## config.mk

```make
export PLATFORM = sky130hd
export DESIGN_NAME = pipelined_instruction_decoder
export DESIGN_NICKNAME = d
export VERILOG_FILES = /design/src/rtl/pipelined_instruction_decoder.sv
export SDC_FILE = /design/constraint.sdc
export NUM_CORES = 1
export LEC_CHECK = 0
export ABC_CLOCK_PERIOD_IN_PS = 2300
export CAP_MARGIN = 40
export CORE_MARGIN = 2
export CORE_UTILIZATION = 42
export CTS_CLUSTER_DIAMETER = 120
export CTS_CLUSTER_SIZE = 30
export DETAILED_ROUTE_END_ITERATION = 10
export GPL_TIMING_DRIVEN = 0
export PLACE_DENSITY = 0.8
export RECOVER_POWER = 100
export SYNTH_ARGS = -nofsm -noshare
export SYNTH_HDL_FRONTEND = slang
export SYNTH_SLANG_ARGS = --single-unit
```

## constraint.sdc

```tcl
create_clock -name clk -period 2.3 [get_ports clk]
set_input_delay 0.46 -clock clk [delete_from_list [all_inputs] [get_ports clk]]
set_output_delay 0.46 -clock clk [all_outputs]
set_load 0.05 [all_outputs]
```

## src/rtl/pipelined_instruction_decoder.sv

```systemverilog
// rtl/pipelined_instruction_decoder.sv - registered DLX decode stage with valid/ready handshake
// Decodes R/I/J fields, enables and immediates; counts accepted illegal opcodes.
module pipelined_instruction_decoder #(
    parameter int INSTRUCTION_WIDTH = 32,
    parameter int REG_ADDR_WIDTH    = 5,
    parameter int DATA_WIDTH        = 32,
    parameter int PC_WIDTH          = 32,
    parameter int LINK_REG          = 31,
    parameter int ILL_CNT_WIDTH     = 8
) (
    input  logic                         clk,
    input  logic                         rst,
    input  logic                         flush_in,
    input  logic                         inst_valid_in,
    output logic                         inst_ready_out,
    input  logic [INSTRUCTION_WIDTH-1:0] instruction_in,
    input  logic [PC_WIDTH-1:0]          pc_in,
    output logic                         dec_valid_out,
    input  logic                         dec_ready_in,
    output logic [PC_WIDTH-1:0]          pc_out,
    output logic [1:0]                   inst_type_out,
    output logic [5:0]                   opcode_out,
    output logic [10:0]                  func_out,
    output logic [REG_ADDR_WIDTH-1:0]    read_address1_out,
    output logic [REG_ADDR_WIDTH-1:0]    read_address2_out,
    output logic                         read1_en_out,
    output logic                         read2_en_out,
    output logic [REG_ADDR_WIDTH-1:0]    write_address_out,
    output logic                         write_en_out,
    output logic [DATA_WIDTH-1:0]        immediate_out,
    output logic                         illegal_out,
    output logic [ILL_CNT_WIDTH-1:0]     illegal_count_out
);

    typedef struct packed {
        logic [1:0]                typ;
        logic [5:0]                opcode;
        logic [10:0]               func;
        logic [REG_ADDR_WIDTH-1:0] ra1;
        logic [REG_ADDR_WIDTH-1:0] ra2;
        logic                      r1en;
        logic                      r2en;
        logic [REG_ADDR_WIDTH-1:0] wa;
        logic                      we;
        logic [DATA_WIDTH-1:0]     imm;
        logic                      ill;
    } dec_t;

    localparam logic [REG_ADDR_WIDTH-1:0] LINK_ADDR = REG_ADDR_WIDTH'(LINK_REG);

    dec_t                     dec_c, dec_q, dec_d;
    logic                     valid_q, valid_d;
    logic [PC_WIDTH-1:0]      pc_q, pc_d;
    logic [ILL_CNT_WIDTH-1:0] ill_cnt_q, ill_cnt_d;
    logic [5:0]               op;
    logic                     accept;

    assign op = instruction_in[31:26];

    always_comb begin
        dec_c        = '0;
        dec_c.opcode = op;
        case (op)
            6'h00: begin
                dec_c.typ  = 2'b01;
                dec_c.ra1  = instruction_in[25:21];
                dec_c.ra2  = instruction_in[20:16];
                dec_c.r1en = 1'b1;
                dec_c.r2en = 1'b1;
                dec_c.wa   = instruction_in[15:11];
                dec_c.func = instruction_in[10:0];
            end
            6'h01, 6'h3F: dec_c.ill = 1'b1;
            6'h02, 6'h03: begin
                dec_c.typ = 2'b11;
                dec_c.imm = DATA_WIDTH'($signed(instruction_in[25:0]));
                if (op == 6'h03) dec_c.wa = LINK_ADDR;
            end
            default: begin
                dec_c.typ  = 2'b10;
                dec_c.ra1  = instruction_in[25:21];
                dec_c.r1en = 1'b1;
                if (op == 6'h09 || op == 6'h0B || op == 6'h0C || op == 6'h0D || op == 6'h0E)
                    dec_c.imm = DATA_WIDTH'(instruction_in[15:0]);
                else
                    dec_c.imm = DATA_WIDTH'($signed(instruction_in[15:0]));
                // Stores (0x28..0x2F) read their data register through port 2 and write nothing.
                if (op[5:3] == 3'b101) begin
                    dec_c.ra2  = instruction_in[20:16];
                    dec_c.r2en = 1'b1;
                end else if (op == 6'h13) begin
                    dec_c.wa = LINK_ADDR;
                end else if (op != 6'h04 && op != 6'h05 && op != 6'h12) begin
                    dec_c.wa = instruction_in[20:16];
                end
            end
        endcase
        dec_c.we = (dec_c.wa != '0);
    end

    assign inst_ready_out = !rst && !flush_in && (!valid_q || dec_ready_in);
    assign accept         = inst_valid_in && inst_ready_out;

    always_comb begin
        dec_d     = dec_q;
        valid_d   = valid_q;
        pc_d      = pc_q;
        ill_cnt_d = ill_cnt_q;
        if (flush_in) begin
            valid_d = 1'b0;
        end else if (accept) begin
            dec_d   = dec_c;
            valid_d = 1'b1;
            pc_d    = pc_in;
            if (dec_c.ill && (ill_cnt_q != '1)) ill_cnt_d = ill_cnt_q + 1'b1;
        end else if (dec_ready_in) begin
            valid_d = 1'b0;
        end
    end

    always_ff @(posedge clk) begin
        if (rst) begin
            dec_q     <= '0;
            valid_q   <= 1'b0;
            pc_q      <= '0;
            ill_cnt_q <= '0;
        end else begin
            dec_q     <= dec_d;
            valid_q   <= valid_d;
            pc_q      <= pc_d;
            ill_cnt_q <= ill_cnt_d;
        end
    end

    assign dec_valid_out     = valid_q;
    assign pc_out            = pc_q;
    assign inst_type_out     = dec_q.typ;
    assign opcode_out        = dec_q.opcode;
    assign func_out          = dec_q.func;
    assign read_address1_out = dec_q.ra1;
    assign read_address2_out = dec_q.ra2;
    assign read1_en_out      = dec_q.r1en;
    assign read2_en_out      = dec_q.r2en;
    assign write_address_out = dec_q.wa;
    assign write_en_out      = dec_q.we;
    assign immediate_out     = dec_q.imm;
    assign illegal_out       = dec_q.ill;
    assign illegal_count_out = ill_cnt_q;

endmodule
```

==> results of run 1 <==
## cell usage in the layout (no fill, tap or decap), types with 4 or more instances in the layout
cell type / instances
a311oi_1: 4
buf_2: 6
nand3_1: 24
a21oi_1: 71
clkbuf_1: 24
a22oi_1: 16
clkbuf_2: 13
dlygate4sd3_1: 103
or3_1: 4
nand2_1: 114
nor2_1: 44
buf_4: 7
a211oi_1: 11
dfxtp_1: 105
a22o_1: 5
clkbuf_8: 11
o21ai_0: 13
clkdlybuf4s50_1: 68
## metrics by stage
stage          power [W]  std cells
2_1_floorplan    0.00233        503
3_3_place_gp     0.00262        816
3_5_place_dp     0.00264        816
4_1_cts          0.00372        835
5_1_grt          0.00383        835
6_report         0.00367        835
## final cells by class
| cell class | count | area [um2] |
|---|---|---|
| clock inverter | 6 | 50.0 |
| multi-input combinational | 350 | 1840 |
| timing repair buffer | 183 | 1780 |
| clock buffer | 10 | 138 |
| buffer | 45 | 230 |
| sequential | 105 | 2100 |
| tap | 133 | 166 |
| inverter | 3 | 11.3 |
| fill | 866 | 3320 |
## state kept, by name, summed over array words and instances, names as in the netlist, 5 cells and up
signal	flops
write_address_out	5
opcode_out	6
read_address1_out	5
illegal_count_out	8
func_out	11
immediate_out	26
pc_out	32
read_address2_out	5
## metal layers
layer / share of wire, % / vias to the layer above / global-route usage (%) / wire [um]
met3: 9.4 / 21 / 6.78 / 1260
met2: 49 / 203 / 41.7 / 6520
met5: 0 / - / 0 / 0
li1: - / 2136 / - / -
met4: 1.9 / 0 / 7.29 / 256
met1: 40 / 2059 / 28.9 / 5330
## worst max-delay path, stage by stage
cell,delay [ns]
clkdlybuf4s50_1,0.53
buf_1,0.43
nand2_1,0.15
a21oi_1,0.31
a311oi_1,0.14
nor4_1,0.35
a311oi_1,0.13
## power by group
part	switching (W)	internal, W
logic	0.000432	0.000253
registers	0.0000267	0.00187
clock network	0.000646	0.000439
## synthesized netlist by cell type, types with 2 or more instances
master    count
or3_1         4
a211oi_1     11
a22oi_1      16
clkbuf_1     25
nor3_1        4
buf_2        12
nand3_1      24
nand2_1     114
a21oi_1      71
o211ai_1      2
nor3b_1       2
a22o_1        5
buf_4         6
and4_1        2
nand4_1       2
or4_1         2
dfxtp_1     105
o22ai_1       3
nor2_1       45
a311oi_1      4
o21ai_0      13
inv_1         3
nor4_1        2
buf_1         2
## what timing repair did
| item | CTS | global route |
|---|---|---|
| endpoints found under the setup margin | 62 | 64 |
| hold buffers | 0 | 0 |
| pin swaps | 1 | 0 |
| setup buffers | 3 | 0 |
| gates resized for setup | 12 | 25 |
## worst paths after layout
check / start / to / slack, ns / cells after the start
max reg2reg: dec_valid_out / read1_en_out / 0.19 / 7
min: flush_in / dec_valid_out / 0.45 / 2
max: instruction_in[29] / write_en_out / 0.03 / 7
min reg2reg: immediate_out[14] / immediate_out[14] / 0.45 / 2
## cells by family (layout without fill, tap and decap cells)
kind of cell | count (synthesis) | in the layout | share of synthesized area [%]
compound gates | 135 | 135 | 20.2
xor+xnor | 1 | 1 | 0.212
fa+ha+maj | 1 | 1 | 0.303
buf+inv | 48 | 247 | 5.27
flops | 105 | 105 | 50.9
mux | 1 | 1 | 0.242
simple gates | 212 | 212 | 22.8
==> impl_metrics.py, run 1 <==
metrics = {
    "placement": {
        "place.gp.congestion": 0.847,
        "pre_cts_ws_ns": -1.01,
        "place_area_mm2": 0.00610,
        "dp_hpwl_um": 10000,
        "port_buffers": 180,
    },
    "yosys": {
        "synth_edf_count": 0,
        "synth.ff_latch_count": 105,
        "yosysWarnings": 0,
        "syn_inst": 503,
        "async_reset_ff_share_pct": 0,
        "syn_nets": 573,
        "synthTopCellsByArea": "dfxtp_1, nand2_1, a21oi_1",
        "ys.flop_type": "dfxtp_1",
        "synth.avg_cell_area_um2": 8.21,
        "ys_seq_area_share_pct": 50.9,
        "yosys.area.top_type": "dfxtp_1",
        "syn_area_mm2": 0.00413,
        "synth_top_area_share_pct": 50.9,
        "synth_cell_types": 48,
    },
    "floorplan": {
        "die_h_um": 103,
        "dieArea_mm2": 0.0106,
        "die_w_um": 103,
        "ioPinCount": 181,
        "core_area_mm2": 0.00964,
        "fp-row-count": 36,
        "start_util_pct": 42.8,
    },
    "layout": {
        "drive_gt1_share_pct": 8.12,
        "final_cell_area_mm2": 0.00632,
        "antennaDiodeCount": 0,
        "area_growth_pct": 53.1,
        "utilization_pct": 65.6,
        "nets": 767,
    },
    "flow_run": {
        "maxCapViolCount": 0,
    },
    "setup_path": {
        "worstPathArrival_ns": 2.50,
        "criticalPathCategory": "input port to register",
        "cp_max_fo": 10,
        "startpoint_type": "input port",
        "required_ns": 2.53,
        "end_kind": "register",
    },
    "sta": {
        "period_share_pct": 98.5,
        "slew_violations": 0,
        "fin_skew_ns": 0.0146,
        "final_hold_viol_count": 0,
        "tns_ns": 0,
        "setup_ws_ns": 0.0348,
        "worstMarginPinSlew_ns": 0.630,
        "slew_headroom_pct": 58.0,
        "rsz0062_at_grt": "yes",
        "finalSetupViolCount": 0,
        "fin_crit_ns": 2.27,
        "fmax_mhz": 441,
        "timing.hold.ws_ns": 0.452,
    },
    "detailed_routing": {
        "vias": 4419,
        "drt_wl_total_um": 13400,
        "wl_per_cell_um": 16.0,
        "vias_per_cell": 5.29,
        "firstDrtPassIters": 6,
        "dr.first_iter.drc_count": 352,
        "drc": 0,
        "detail-route-antenna-nets": 0,
    },
    "hold_path": {
        "hold_class": "input port to register",
    },
    "global_route": {
        "grt_usage_pct": 24.0,
        "grt_antenna_before_repair": 0,
        "grt_overflow_total": 0,
        "grt_max_degree": 19,
        "first_global_vias": 4132,
        "grt_pass1_wl_um": 20000,
    },
    "clock_tree": {
        "clk_latency_ns": 0.36,
        "clkTransAtPathRegs_ns": 0.11,
        "cts_max_level": 3,
        "cts_root_buf": "clkbuf_8",
        "cts.sinks": 105,
        "ctsLongestPathBuffers": 2,
        "cts_made_buffers": 9,
        "cts_tree": "yes",
    },
    "power_and_ir_drop": {
        "ir_drop_mv": 0.344,
        "power.leakage_nw": 2.51,
        "p_per_area_mw_per_mm2": 580,
    },
    "status": {
        "status": "completed",
    },
}
No activity file was read; power rests on OpenSTA's default activity.
==> run 2, diff against run 1 <==
--- a/config.mk
+++ b/config.mk
@@ -5,6 +5,7 @@
 export SDC_FILE = /design/constraint.sdc
 export NUM_CORES = 1
 export LEC_CHECK = 0
+export ABC_AREA = 1
 export ABC_CLOCK_PERIOD_IN_PS = 2300
 export CAP_MARGIN = 40
 export CORE_MARGIN = 2
@@ -13,7 +14,7 @@
 export CTS_CLUSTER_SIZE = 30
 export DETAILED_ROUTE_END_ITERATION = 10
 export GPL_TIMING_DRIVEN = 0
-export PLACE_DENSITY = 0.8
+export PLACE_DENSITY = 0.84
 export RECOVER_POWER = 100
 export SYNTH_ARGS = -nofsm -noshare
 export SYNTH_HDL_FRONTEND = slang
==> impl_metrics.py, run 2 <==
metrics = {
    "status": {
        "status": "completed",
    },
    "floorplan": {
        "die_h_um": 103,
        "ioPinCount": 181,
        "dieArea_mm2": 0.0107,
        "core_area_mm2": 0.00968,
        "die_w_um": 103,
        "fp-row-count": 36,
        "start_util_pct": 42.9,
    },
    "yosys": {
        "synthXorXnorAreaFrac_pct": 0.633,
        "synth_edf_count": 0,
        "ys.flop_type": "dfxtp_1",
        "synth_mux_area_share_pct": 0,
        "yosys.area.top_type": "dfxtp_1",
        "yosysMostFrequentCell": "nand2_1",
        "syn_area_mm2": 0.00415,
        "synth-simple-area-share_pct": 25.2,
        "synth.avg_cell_area_um2": 7.61,
        "synth_cell_types": 29,
        "synth_top_area_share_pct": 50.6,
        "ys_seq_area_share_pct": 50.6,
        "synth.ff_latch_count": 105,
        "synth_top_cells_by_count": "nand2_1, dfxtp_1, a21oi_1, nand3_1, nor2_1",
        "synthTopCellsByArea": "dfxtp_1, nand2_1, a21oi_1",
        "synth-adder-area-share_pct": 0.301,
        "async_reset_ff_share_pct": 0,
        "yosysWarnings": 0,
        "synth_top_family_by_area": "simple AND/OR/NAND/NOR gates",
        "synth_compound_area_share_pct": 15.9,
        "syn_nets": 616,
        "syn_inst": 546,
    },
    "sta": {
        "fin_skew_ns": 0.0131,
        "finalSetupViolCount": 0,
        "period_share_pct": 94.3,
        "tns_ns": 0,
        "rsz0062_at_grt": "no",
        "worstMarginPinSlew_ns": 0.658,
        "slew_headroom_pct": 56.1,
        "fin_crit_ns": 2.17,
        "slew_violations": 0,
        "final_hold_viol_count": 0,
        "fmax_mhz": 461,
    },
    "layout": {
        "multiInputGateArea_mm2": 0.00174,
        "antennaDiodeCount": 0,
        "area_growth_pct": 51.1,
        "seq_area_mm2": 0.00210,
        "drive_gt1_share_pct": 5.94,
        "largest_reg_flops": 32,
        "final_cell_area_mm2": 0.00627,
        "most-common-layout-cells": "nand2_1, dfxtp_1, dlygate4sd3_1, a21oi_1, clkdlybuf4s50_1",
        "layout_commonest_cell": "nand2_1",
        "nets": 806,
        "fillers": 852,
    },
    "placement": {
        "dp_hpwl_um": 9940,
        "place.gp.congestion": 0.891,
        "port_buffers": 179,
        "place_area_mm2": 0.00611,
    },
    "setup_path": {
        "worstPathArrival_ns": 1.71,
        "criticalPathCategory": "input port to primary output",
        "startpoint_type": "input port",
        "required_ns": 1.84,
        "r2r_start": "dec_valid_out",
        "regToRegEndpoint": "pc_out[26]",
        "cp_max_fo": 2,
        "reg2regPathDepth": 9,
        "rrSetupSlack_ns": 0.46,
        "end_kind": "primary output",
    },
    "clock_tree": {
        "post_cts_buffers": 0,
        "clkTransAtPathRegs_ns": 0.09,
        "ctsLongestPathBuffers": 2,
        "cts_max_level": 3,
        "cts.sinks": 105,
        "clk_latency_ns": 0.37,
        "cts_tree": "yes",
        "cts_root_buf": "clkbuf_8",
        "postCtsHoldBufs": 0,
        "cts_made_buffers": 9,
        "cts_resized": 1,
    },
    "detailed_routing": {
        "detail-route-antenna-nets": 0,
        "vias_per_cell": 5.07,
        "wl_per_cell_um": 14.9,
        "drt_wl_total_um": 13000,
        "dr.first_iter.drc_count": 167,
        "firstDrtPassIters": 5,
        "vias": 4430,
        "drc": 0,
    },
    "global_route": {
        "grt_usage_pct": 24.4,
        "grt_pass1_wl_um": 20400,
        "grt_overflow_total": 0,
        "grt_antenna_before_repair": 0,
        "grt_max_degree": 19,
        "first_global_vias": 4319,
    },
    "flow_run": {
        "maxCapViolCount": 0,
    },
    "power_and_ir_drop": {
        "power.leakage_nw": 2.64,
        "finalPower_w": 0.00384,
        "ir_drop_mv": 0.326,
        "p_per_area_mw_per_mm2": 611,
    },
    "hold_path": {
        "worst_hold_path.endpoint": "pc_out[26]",
        "hold_class": "input port to register",
        "hold_depth": 2,
        "hold_start": "rst",
    },
}
==> run 2: per-layer routing <==
metal	wire, um	global-route usage, %	vias up
li1	-	-	2156
met1	5350	29.3	2077
met2	6500	42.4	175
met3	886	6.59	22
met4	273	7.59	0
met5	0	0	-
==> run 2: worst max-delay path by stage <==
stage / cells after the start / endpoint / from / slack [ns]
6_report: 4 / inst_ready_out / dec_ready_in / 0.13
5_1_grt: 11 / illegal_count_out[5] / instruction_in[31] / 0.05
4_1_cts: 2 / immediate_out[29] / immediate_out[30] / 0.04
3_5_place_dp: 5 / inst_ready_out / flush_in / -0.11
3_3_place_gp: 5 / inst_ready_out / flush_in / -0.09
2_1_floorplan: 8 / illegal_count_out[0] / illegal_count_out[0] / 0.41
==> run 2: kinds of logic after synthesis <==
group,after synthesis
simple gates,251
xor+xnor,3
compound gates,129
flops,105
fa+ha+maj,1
buf+inv,57
==> run 2: metrics by stage <==
| step | setup slack, ns | util [%] | hold WS, ns | cells |
|---|---|---|---|---|
| 2_1_floorplan | 0.411 | - | 0.581 | 546 |
| 4_1_cts | 0.0397 | 65.4 | 0.322 | 874 |
| 5_1_grt | 0.0450 | 64.8 | 0.317 | 874 |
| 3_5_place_dp | -0.110 | 63.1 | 0.455 | 858 |
| 3_3_place_gp | -0.0858 | 63.1 | 0.451 | 858 |
| 6_report | 0.132 | 64.8 | 0.330 | 874 |
==> run 2: critical path: stages <==
cell           delay (ns)
dlygate4sd3_1        0.52
nor2_1               0.07
nor2_4               0.11
dlygate4sd2_1        0.54
==> run 2: power by group <==
part	switching, W	total, W	internal (W)
clock	0.000665	0.00129	0.000624
combinational	0.000410	0.000648	0.000238
sequential	0.0000277	0.00190	0.00187
total	0.00110	0.00384	0.00273
==> run 2: area by class of cell <==
class	count	share of cell area [%]
sequential	105	33.5
timing repair buffer	179	27.9
multi-input combinational	384	27.7
buffer	36	3.23
tap	133	2.65
clock buffer	9	1.97
clock inverter	7	1.66
inverter	21	1.36
